**config.mk**
```make
export PLATFORM = sky130hd
export DESIGN_NAME = tcp_port_scrub
export DESIGN_NICKNAME = d
export VERILOG_FILES = /design/src/rtl/tcp_port_scrub_pkg.sv /design/src/rtl/tcp_port_scrub.sv
export SDC_FILE = /design/constraint.sdc
export NUM_CORES = 1
export LEC_CHECK = 0
export ABC_CLOCK_PERIOD_IN_PS = 4240
export CELL_PAD_IN_SITES_DETAIL_PLACEMENT = 0
export CELL_PAD_IN_SITES_GLOBAL_PLACEMENT = 1
export CORE_ASPECT_RATIO = 1.5
export CORE_UTILIZATION = 37
export CTS_CLUSTER_DIAMETER = 150
export DETAILED_ROUTE_END_ITERATION = 8
export GPL_ROUTABILITY_DRIVEN = 0
export HOLD_SLACK_MARGIN = 0.03
export PLACE_DENSITY_LB_ADDON = 0.1
export SETUP_SLACK_MARGIN = 0.05
export SKIP_LAST_GASP = 1
export SLEW_MARGIN = 20
export SYNTH_ARGS = -nofsm -noshare
export SYNTH_HDL_FRONTEND = slang
export SYNTH_SLANG_ARGS = --single-unit
```
**constraint.sdc**
```tcl
create_clock -name aclk -period 4.24 [get_ports aclk]
set_clock_uncertainty 0.2 [all_clocks]
set_input_delay 0.424 -clock aclk [delete_from_list [all_inputs] [get_ports aclk]]
set_output_delay 0.424 -clock aclk [all_outputs]
set_load 0.02 [all_outputs]
```
**src/rtl/tcp_port_scrub_pkg.sv**
```systemverilog
// Shared TCP port-table word layout and scrub request/completion types.
// Both the table owner and the scrubber import these so the valid bit and region field agree.
package tcp_port_scrub_pkg;

  localparam int N_REGIONS_BITS           = 4;
  localparam int TCP_IP_PORT_BITS         = 16;
  localparam int TCP_PORT_TABLE_ADDR_BITS = 10;
  localparam int TCP_PORT_TABLE_DATA_BITS = 1 + N_REGIONS_BITS;
  localparam int TCP_PORT_TABLE_VALID_BIT = TCP_PORT_TABLE_DATA_BITS - 1;

  typedef struct packed {
    logic [N_REGIONS_BITS-1:0] vfid;
  } tcp_scrub_req_t;

  typedef struct packed {
    logic [N_REGIONS_BITS-1:0]         vfid;
    logic [TCP_PORT_TABLE_ADDR_BITS:0] count;
  } tcp_scrub_done_t;

  // A table word belongs to a region only while its valid bit is set.
  function automatic logic tcp_pt_owned(input logic [TCP_PORT_TABLE_DATA_BITS-1:0] word,
                                        input logic [N_REGIONS_BITS-1:0]           vfid);
    return word[TCP_PORT_TABLE_VALID_BIT] && (word[N_REGIONS_BITS-1:0] == vfid);
  endfunction

endpackage

```
**src/rtl/tcp_port_scrub.sv**
```systemverilog
// Region-teardown sweep: locks port A of the TCP port table and invalidates every entry of one region.
// Define TCP_SCRUB_CLOSE_EN to issue one close-port handshake per invalidated entry.
module tcp_port_scrub
  import tcp_port_scrub_pkg::*;
#(
  parameter int PT_ADDR_BITS = TCP_PORT_TABLE_ADDR_BITS,
  parameter int PT_DATA_BITS = TCP_PORT_TABLE_DATA_BITS,
  parameter int RD_LAT       = 2
) (
  input  logic                        aclk,
  input  logic                        areset,
  input  logic                        s_scrub_valid,
  output logic                        s_scrub_ready,
  input  logic [N_REGIONS_BITS-1:0]   s_scrub_vfid,
  output logic                        m_done_valid,
  output logic [N_REGIONS_BITS-1:0]   m_done_vfid,
  output logic [PT_ADDR_BITS:0]       m_done_count,
  output logic                        lock_req,
  input  logic                        lock_gnt,
  output logic [PT_ADDR_BITS-1:0]     tbl_addr,
  input  logic [PT_DATA_BITS-1:0]     tbl_rd_data,
  output logic                        tbl_we,
  output logic [PT_DATA_BITS-1:0]     tbl_wdata,
  output logic                        m_close_valid,
  input  logic                        m_close_ready,
  output logic [TCP_IP_PORT_BITS-1:0] m_close_port,
  output logic                        busy
);

  localparam int LAT_BITS = (RD_LAT > 2) ? $clog2(RD_LAT) : 1;

  typedef enum logic [2:0] {
    ST_IDLE, ST_LOCK, ST_RD, ST_W1, ST_W2, ST_WR,
`ifdef TCP_SCRUB_CLOSE_EN
    ST_CLOSE,
`endif
    ST_DONE
  } state_t;

  state_t                state_q, state_d;
  logic [PT_ADDR_BITS-1:0] idx_q, idx_d;
  logic [PT_ADDR_BITS:0] cnt_q, cnt_d;
  logic [LAT_BITS-1:0]   lat_q, lat_d;
  tcp_scrub_req_t        req_q, req_d;
  logic                  ready_q, busy_q, we_q, done_valid_q;
  tcp_scrub_done_t       done_q;

  logic                    hit_s;
  logic                    last_s;
  state_t                  adv_state_s;
  logic [PT_ADDR_BITS-1:0] adv_idx_s;

  assign hit_s       = tcp_pt_owned(tbl_rd_data, req_q.vfid);
  assign last_s      = &idx_q;
  assign adv_state_s = last_s ? ST_DONE : ST_RD;
  assign adv_idx_s   = last_s ? idx_q : idx_q + 1'b1;

  // Next-state logic; idx stops at the last entry instead of wrapping.
  always_comb begin
    state_d = state_q;
    idx_d   = idx_q;
    cnt_d   = cnt_q;
    lat_d   = lat_q;
    req_d   = req_q;
    case (state_q)
      ST_IDLE: begin
        if (s_scrub_valid && ready_q) begin
          req_d.vfid = s_scrub_vfid;
          idx_d      = '0;
          cnt_d      = '0;
          state_d    = ST_LOCK;
        end else begin
          state_d = ST_IDLE;
        end
      end
      ST_LOCK: begin
        if (lock_gnt) begin
          state_d = ST_RD;
        end else begin
          state_d = ST_LOCK;
        end
      end
      ST_RD: begin
        lat_d   = '0;
        state_d = ST_W1;
      end
      ST_W1: begin
        if (lat_q == LAT_BITS'(RD_LAT - 2)) begin
          state_d = ST_W2;
        end else begin
          lat_d = lat_q + 1'b1;
        end
      end
      ST_W2: begin
        if (hit_s) begin
          state_d = ST_WR;
        end else begin
          state_d = adv_state_s;
          idx_d   = adv_idx_s;
        end
      end
      ST_WR: begin
        cnt_d = cnt_q + 1'b1;
`ifdef TCP_SCRUB_CLOSE_EN
        state_d = ST_CLOSE;
`else
        state_d = adv_state_s;
        idx_d   = adv_idx_s;
`endif
      end
`ifdef TCP_SCRUB_CLOSE_EN
      ST_CLOSE: begin
        if (m_close_ready) begin
          state_d = adv_state_s;
          idx_d   = adv_idx_s;
        end else begin
          state_d = ST_CLOSE;
        end
      end
`endif
      ST_DONE: state_d = ST_IDLE;
      default: state_d = ST_IDLE;
    endcase
  end

  // State, counters and outputs are all registered from the next-state view.
  always_ff @(posedge aclk) begin
    if (areset) begin
      state_q      <= ST_IDLE;
      idx_q        <= '0;
      cnt_q        <= '0;
      lat_q        <= '0;
      req_q        <= '0;
      ready_q      <= 1'b0;
      busy_q       <= 1'b0;
      we_q         <= 1'b0;
      done_valid_q <= 1'b0;
      done_q       <= '0;
    end else begin
      state_q      <= state_d;
      idx_q        <= idx_d;
      cnt_q        <= cnt_d;
      lat_q        <= lat_d;
      req_q        <= req_d;
      ready_q      <= (state_d == ST_IDLE);
      busy_q       <= (state_d != ST_IDLE);
      we_q         <= (state_d == ST_WR);
      done_valid_q <= (state_d == ST_DONE);
      if (state_d == ST_DONE) begin
        done_q.vfid  <= req_d.vfid;
        done_q.count <= cnt_d;
      end else begin
        done_q <= '0;
      end
    end
  end

`ifdef TCP_SCRUB_CLOSE_EN
  logic                        close_valid_q;
  logic [TCP_IP_PORT_BITS-1:0] close_port_q;

  // Close request mirrors the CLOSE state and carries the freed index.
  always_ff @(posedge aclk) begin
    if (areset) begin
      close_valid_q <= 1'b0;
      close_port_q  <= '0;
    end else if (state_d == ST_CLOSE) begin
      close_valid_q <= 1'b1;
      close_port_q  <= TCP_IP_PORT_BITS'(idx_d);
    end else begin
      close_valid_q <= 1'b0;
      close_port_q  <= '0;
    end
  end

  assign m_close_valid = close_valid_q;
  assign m_close_port  = close_port_q;
`else
  logic unused_close_ready_s;
  assign unused_close_ready_s = m_close_ready;
  assign m_close_valid        = 1'b0;
  assign m_close_port         = '0;
`endif

  assign s_scrub_ready = ready_q;
  assign busy          = busy_q;
  assign lock_req      = busy_q;
  assign tbl_addr      = idx_q;
  assign tbl_we        = we_q;
  assign tbl_wdata     = '0;
  assign m_done_valid  = done_valid_q;
  assign m_done_vfid   = done_q.vfid;
  assign m_done_count  = done_q.count;

endmodule

```
==> results of run 1 <==
cell usage in the layout (no fill, tap or decap), types with 6 or more instances in the layout:
cell,synthesis,final
sky130_fd_sc_hd__clkdlybuf4s50_1,0,42
sky130_fd_sc_hd__nand3_1,11,11
sky130_fd_sc_hd__nor2_1,28,28
sky130_fd_sc_hd__a21oi_1,18,18
sky130_fd_sc_hd__o21ai_0,18,18
sky130_fd_sc_hd__dfxtp_1,47,47
sky130_fd_sc_hd__nor2b_1,6,6
sky130_fd_sc_hd__nor2_2,7,7
sky130_fd_sc_hd__conb_1,1,22
sky130_fd_sc_hd__nand2_1,10,10
cells by family after synthesis:
kind of cell               synth area share
and+or+nand+nor                       0.271
AOI/OAI and AO/OA                     0.141
DFF                                   0.417
buffers and inverters                 0.116
muxes                                0.0271
xor gates and xnor gates             0.0155
adders and majority gates            0.0111
other                               0.00166
tightest hold or removal path: stages, from the launching register on:
cell	delay [ns]
sky130_fd_sc_hd__dfxtp_1	0.34
sky130_fd_sc_hd__o21ai_0	0.07
sky130_fd_sc_hd__a21oi_1	0.06
sequential cells by signal, summed over array words and instances, names as in the netlist:
name and cells:
tbl_addr 10, state_q 3, req_q 4, busy 1, s_scrub_ready 1, cnt_q 11
tbl_we 1, m_done_vfid 4, m_done_count 11, m_done_valid 1
how the worst max path moves through the flow:
stage / slack (ns) / endpoint / startpoint
final: 1.70 / m_done_count[3] / state_q[0]
after global routing: 1.50 / m_done_count[3] / state_q[0]
after CTS: 1.68 / m_done_count[3] / state_q[0]
after detailed placement: 1.55 / m_done_count[3] / lock_gnt
after global placement: 1.56 / m_done_count[4] / tbl_rd_data[0]
after floorplan: 1.91 / m_done_count[1] / tbl_addr[0]
metal layers:
layer / wire length, um / share of wire / vias to the layer above
met5: 0 / 0 / -
met4: 57 / 0.012 / 0
met3: 151 / 0.031 / 4
met2: 2590 / 0.54 / 38
met1: 2030 / 0.42 / 843
li1: - / - / 932
power by group:
group / total (mW) / leakage [nW] / internal, mW / switching [mW]
Combinational: 0.114 / 0.562 / 0.0452 / 0.0689
Sequential: 0.463 / 0.379 / 0.450 / 0.0126
Clock: 0.384 / 0.0654 / 0.236 / 0.149
Total: 0.961 / 1.01 / 0.731 / 0.230
cell usage after synthesis (2+ instances only):
cell type                  instances
sky130_fd_sc_hd__a31oi_1           2
sky130_fd_sc_hd__nor3_1            4
sky130_fd_sc_hd__inv_1             3
sky130_fd_sc_hd__a41oi_1           2
sky130_fd_sc_hd__buf_6             2
sky130_fd_sc_hd__mux2i_1           5
sky130_fd_sc_hd__a21o_1            2
sky130_fd_sc_hd__nand3b_1          2
sky130_fd_sc_hd__dfxtp_1          47
sky130_fd_sc_hd__clkbuf_1          7
sky130_fd_sc_hd__nand2b_1          4
sky130_fd_sc_hd__a21oi_1          18
sky130_fd_sc_hd__ha_1              2
sky130_fd_sc_hd__and2b_1           3
sky130_fd_sc_hd__xnor2_1           4
sky130_fd_sc_hd__nor2_4            2
sky130_fd_sc_hd__nand2_1          10
sky130_fd_sc_hd__o211ai_1          2
sky130_fd_sc_hd__nand4b_1          3
sky130_fd_sc_hd__and3b_1           2
sky130_fd_sc_hd__o21ai_0          18
sky130_fd_sc_hd__or2_2             3
sky130_fd_sc_hd__nor4_1            4
sky130_fd_sc_hd__and3_1            2
sky130_fd_sc_hd__buf_4            23
sky130_fd_sc_hd__nor2b_1           6
sky130_fd_sc_hd__nor2_1           28
sky130_fd_sc_hd__nor2_2            7
sky130_fd_sc_hd__nand3_1          11
sky130_fd_sc_hd__a22oi_1           2
sky130_fd_sc_hd__o31ai_1           2
sky130_fd_sc_hd__buf_2             2
sky130_fd_sc_hd__nand4_1           2
sky130_fd_sc_hd__or4_1             4
sky130_fd_sc_hd__and4_1            2
area by class of cell:
| type | count | area (sq um) |
|---|---|---|
| fill | 606 | 3080 |
| multi-input combinational | 194 | 1130 |
| sequential | 47 | 941 |
| timing repair buffer | 45 | 443 |
| tap | 72 | 90.1 |
| clock buffer | 6 | 72.6 |
| clock inverter | 2 | 60.1 |
| inverter | 3 | 11.3 |
==> impl_metrics.py, run 1 <==
metrics = {
    "pwr": {
        "ir_worst_vdd_uv": 217,
        "power.leakage_nw": 1.01,
        "power_density_over_cell_area_nw_per_um2": 349,
        "report.power.total_mw": 0.961,
    },
    "layout": {
        "post-route-util": 0.472,
        "layout-drive-gt1-share": 0.0842,
        "number_of_nets_in_the_layout": 312,
        "synthToLayoutAreaGrowth_pct": 21.8,
        "instances_no_fill": 369,
        "antenna-diode-count": 0,
        "finalInstanceArea_sq_um": 2750,
    },
    "logic_synthesis": {
        "synth_flop_cell": "sky130_fd_sc_hd__dfxtp_1",
        "post_synth_edffs": 0,
        "top_area_cell_type_share_of_the_netlist_area": 0.417,
        "synth.yosys.warnings": 0,
        "synth.ff_latch_count": 47,
        "syn-cell-area_sq_um": 2260,
        "synth_sequential_area_ratio": 0.417,
        "async_set_reset_flop_share_out_of_synthesis": 0,
        "post_synth_num_cell_types": 51,
        "postSynthAreaPerCell_sq_um": 8.75,
        "yosysTopAreaCell": "sky130_fd_sc_hd__dfxtp_1",
        "netlist_top_cells_area": "sky130_fd_sc_hd__dfxtp_1 42%, sky130_fd_sc_hd__buf_4 7.6%, sky130_fd_sc_hd__nor2_1 4.7%",
        "number_of_instances_in_the_synthesized_netlist": 258,
    },
    "placed_design": {
        "place_hpwl_um": 3410,
        "placement.cell_area_sq_um": 2620,
        "place.port_buffers": 42,
        "pre_cts_slack_ns": 1.55,
        "placed_cells_incl_taps": 361,
    },
    "setup_path": {
        "critPathCaptureType": "flop",
        "cp_top_family": "simple AND/OR/NAND/NOR gates",
        "peak_fanout_along_the_critical_path": 16,
        "path_class": "flop to flop",
        "timing.critical_path.required_ns": 4.27,
        "worst_r2r_path_depth": 6,
        "critical-path-max-stage-delay_ns": 0.63,
        "worst-path-buf-inv": 1,
        "critical_path.reg2reg.startpoint": "state_q[0]",
        "worst_path_max_delay_cell": "sky130_fd_sc_hd__dfxtp_1",
        "worstSetupStartpointType": "flop",
        "reg2reg_slack_ns": 1.70,
        "reg2reg_end": "m_done_count[3]",
        "path_cells": "nand4bb_1 > or2_2 > o211a_1 > or4b_1 > buf_4 > nor3_2",
        "cp_data_arrival_time_ns": 2.57,
        "cp_num_cells": 6,
    },
    "status": {
        "outcome": "complete, no violations",
    },
    "global_route": {
        "globalRoute.totalOverflow": 0,
        "grt_start_max_net_pins": 35,
        "top_usage_layer": "met2",
        "wire_length_of_the_first_global_routing_pass_um": 8020,
        "groute.usage.overall": 0.162,
        "grt_antenna_before_repair": 0,
        "gr-usage-met2": 0.286,
        "grt_util_met1": 0.182,
        "via_count_of_the_first_global_routing_pass": 1741,
        "grt.met3_usage": 0.0364,
    },
    "worst_hold_path": {
        "timing.hold.worst_endpoint": "tbl_addr[7]",
        "worstHoldPathType": "flop to flop",
        "hold_start": "tbl_addr[7]",
        "hold-path-cell-count": 2,
    },
    "sta": {
        "setup_slack_ns": 1.70,
        "fmax_ghz": 0.393,
        "final_max_slew_viol_count": 0,
        "final.hold.worst_slack_ns": 0.311,
        "setup_tns_ns": 0,
        "layout_worst_path_cycle_share": 0.600,
        "rsz0062_at_grt": "false",
        "timing.max_slew.rel_slack": 0.457,
        "fin_crit_ns": 2.54,
        "timing.final.hold_violations": 0,
        "tightest_slew_ns": 0.810,
        "finalSetupViolations": 0,
    },
    "clock_tree": {
        "holdBufCountCts": 0,
        "clock_tree.buffer_depth": 2,
        "clk_pin_slew_ns": 0.09,
        "clk_latency_ns": 0.29,
        "cts_setup_buffers": 0,
        "htree_num_levels": 2,
        "cts_num_sinks": 47,
        "cts_tree": "built",
        "cts-root-buf": "sky130_fd_sc_hd__clkbuf_8",
        "post_cts.resized_instances": 0,
        "cts_inserted_buffers": 5,
    },
    "detailed_routing": {
        "detail_route.drc_violations": 0,
        "drt_wl_total_um": 4830,
        "vias_per_cell": 4.92,
        "dr.pass1.iters": 4,
        "wire_per_inst_um": 13.1,
        "vias": 1817,
        "final_antenna_net_count": 0,
        "drt_iter0_drc": 55,
    },
    "floorplan": {
        "die_ar_sq_um": 6430,
        "die_h_um": 97.7,
        "placeableCoreArea_sq_um": 5830,
        "fp.dieW_um": 65.8,
        "initial_utilization": 0.388,
        "boundaryPins": 66,
        "placementRows": 34,
    },
    "run": {
        "cap_violations": 0,
    },
}
Power figures use the tool's default switching activity.
==> run 2, diff against run 1 <==
--- a/config.mk
+++ b/config.mk
@@ -5,11 +5,11 @@
 export SDC_FILE = /design/constraint.sdc
 export NUM_CORES = 1
 export LEC_CHECK = 0
-export ABC_CLOCK_PERIOD_IN_PS = 4240
+export ABC_CLOCK_PERIOD_IN_PS = 2500
 export CELL_PAD_IN_SITES_DETAIL_PLACEMENT = 0
 export CELL_PAD_IN_SITES_GLOBAL_PLACEMENT = 1
 export CORE_ASPECT_RATIO = 1.5
-export CORE_UTILIZATION = 37
+export CORE_UTILIZATION = 35
 export CTS_CLUSTER_DIAMETER = 150
 export DETAILED_ROUTE_END_ITERATION = 8
 export GPL_ROUTABILITY_DRIVEN = 0
==> constraint.sdc (replaced) <==
create_clock -name aclk -period 2.5 [get_ports aclk]
set_clock_uncertainty 0.2 [all_clocks]
set_input_delay 0.25 -clock aclk [delete_from_list [all_inputs] [get_ports aclk]]
set_output_delay 0.25 -clock aclk [all_outputs]
set_load 0.02 [all_outputs]
==> run 2 against run 1 <==
  * Utilization fell by 0.62 points
  * Fmax increased by 11%
  * Via count grew 3.0%
  * Critical path type unchanged
  * Highest routed layer unchanged
==> impl_metrics.py, run 2 (same netlist as run 1, synthesis figures left out) <==
metrics = {
    "status": {
        "outcome": "complete, no violations",
    },
    "pwr": {
        "ir_worst_vdd_uv": 284,
        "power.leakage_nw": 1.08,
        "power_density_over_cell_area_nw_per_um2": 577,
    },
    "global_route": {
        "wire_length_of_the_first_global_routing_pass_um": 8330,
        "grt_antenna_before_repair": 0,
        "globalRoute.totalOverflow": 0,
        "via_count_of_the_first_global_routing_pass": 1750,
        "grt_start_max_net_pins": 35,
        "groute.usage.overall": 0.162,
    },
    "sta": {
        "setup_slack_ns": 0.202,
        "rsz0062_at_grt": "false",
        "finalSetupViolations": 0,
        "fin_crit_ns": 2.30,
        "timing.max_slew.rel_slack": 0.593,
        "final_max_slew_viol_count": 0,
        "setup_tns_ns": 0,
        "tightest_slew_ns": 0.609,
        "timing.final.hold_violations": 0,
        "layout_worst_path_cycle_share": 0.919,
        "fmax_ghz": 0.435,
    },
    "detailed_routing": {
        "route.met3.wl_um": 159,
        "vias_per_cell": 4.83,
        "drt_wl_total_um": 4980,
        "final_antenna_net_count": 0,
        "detailroute.wirelength.met2_um": 2600,
        "wire_per_inst_um": 12.9,
        "drt_iter0_drc": 38,
        "top_layer_used": "met4",
        "vias": 1871,
        "detail_route.drc_violations": 0,
        "dr.pass1.iters": 5,
        "routedLengthMet1_um": 2130,
    },
    "clock_tree": {
        "clk_latency_ns": 0.30,
        "holdBufCountCts": 0,
        "clock_tree.buffer_depth": 2,
        "cts_tree": "built",
        "htree_num_levels": 2,
        "clk_pin_slew_ns": 0.09,
        "cts_inserted_buffers": 5,
        "cts-root-buf": "sky130_fd_sc_hd__clkbuf_8",
        "cts_num_sinks": 47,
    },
    "floorplan": {
        "die_ar_sq_um": 6780,
        "initial_utilization": 0.366,
        "boundaryPins": 66,
        "die_h_um": 100,
        "placeableCoreArea_sq_um": 6170,
        "fp.dieW_um": 67.6,
        "placementRows": 35,
    },
    "layout": {
        "finalInstanceArea_sq_um": 2880,
        "multiInputGateArea_sq_um": 1130,
        "synthToLayoutAreaGrowth_pct": 27.4,
        "seq_area_sq_um": 942,
        "fillers": 653,
        "number_of_nets_in_the_layout": 328,
        "final_common_cell": "sky130_fd_sc_hd__dfxtp_1",
        "antenna-diode-count": 0,
        "leading_cell_types_in_the_layout_fill_and_taps_excluded": "46 x sky130_fd_sc_hd__dfxtp_1, 42 x sky130_fd_sc_hd__clkdlybuf4s50_1, 28 x sky130_fd_sc_hd__nor2_1, 22 x sky130_fd_sc_hd__conb_1, 19 x sky130_fd_sc_hd__buf_4",
        "layout-drive-gt1-share": 0.137,
    },
    "placed_design": {
        "pre_cts_slack_ns": 0.108,
        "placement.cell_area_sq_um": 2730,
        "place_hpwl_um": 3590,
        "place.port_buffers": 42,
    },
    "setup_path": {
        "path_class": "flop to flop",
        "cp_data_arrival_time_ns": 2.34,
        "timing.critical_path.required_ns": 2.55,
        "reg2reg_slack_ns": 0.20,
        "peak_fanout_along_the_critical_path": 10,
        "critPathCaptureType": "flop",
        "worstSetupStartpointType": "flop",
    },
    "run": {
        "cap_violations": 0,
    },
    "worst_hold_path": {
        "worstHoldPathType": "flop to flop",
    },
}
## run 2: changes by cell type in the layout (fill, tap and decap cells not counted), sizes merged
cell,previous run,this run
buf,3,19
## run 2: metal layers
layer	global-route usage	vias to the layer above
met5	0	-
met2	0.276	35
li1	-	964
met4	0.0638	0
met1	0.191	866
met3	0.0330	6
## run 2: worst paths after layout
check | from | to | depth (start not counted)
min reg2reg | tbl_addr[7] | tbl_addr[7] | 2
max | state_q[1] | m_done_count[4] | 6
min | tbl_addr[7] | tbl_addr[7] | 2
max reg2reg | state_q[1] | m_done_count[4] | 6
## run 2: stage by stage
stage	hold slack, ns	instances	util	total power [mW]
floorplan	0.221	279	-	0.963
global placement	0.297	378	0.443	1.02
detailed placement	0.304	378	0.443	1.02
CTS	0.316	386	0.464	1.69
global route	0.342	387	0.466	1.73
finish	0.307	387	0.466	1.66
## run 2: what timing repair did
item	4_1_cts	5_1_grt
buffers inserted	0	1
resized for setup	0	2
hold endpoints to repair	0	0
setup endpoints to repair	0	12
## run 2: final cells by class
class,instances,area share
timing repair buffer,61,0.196
tap,74,0.0322
clock inverter,2,0.0209
clock buffer,6,0.0252
inverter,3,0.00391
sequential,47,0.328
multi-input combinational,194,0.395
## run 2: report_power, final
part           internal [mW]  switching, mW  leakage [nW]
logic                 0.0987          0.125         0.639
clock network          0.400          0.255        0.0654
registers              0.764         0.0169         0.380
## run 2: critical path, cell delays in order (launching register included)
cell                       delay (ns)
sky130_fd_sc_hd__dfxtp_1         0.48
sky130_fd_sc_hd__or3b_1          0.39
sky130_fd_sc_hd__o211ai_1        0.12
sky130_fd_sc_hd__o31ai_2         0.11
sky130_fd_sc_hd__or4b_1          0.56
sky130_fd_sc_hd__buf_4           0.20
sky130_fd_sc_hd__and2b_1         0.19
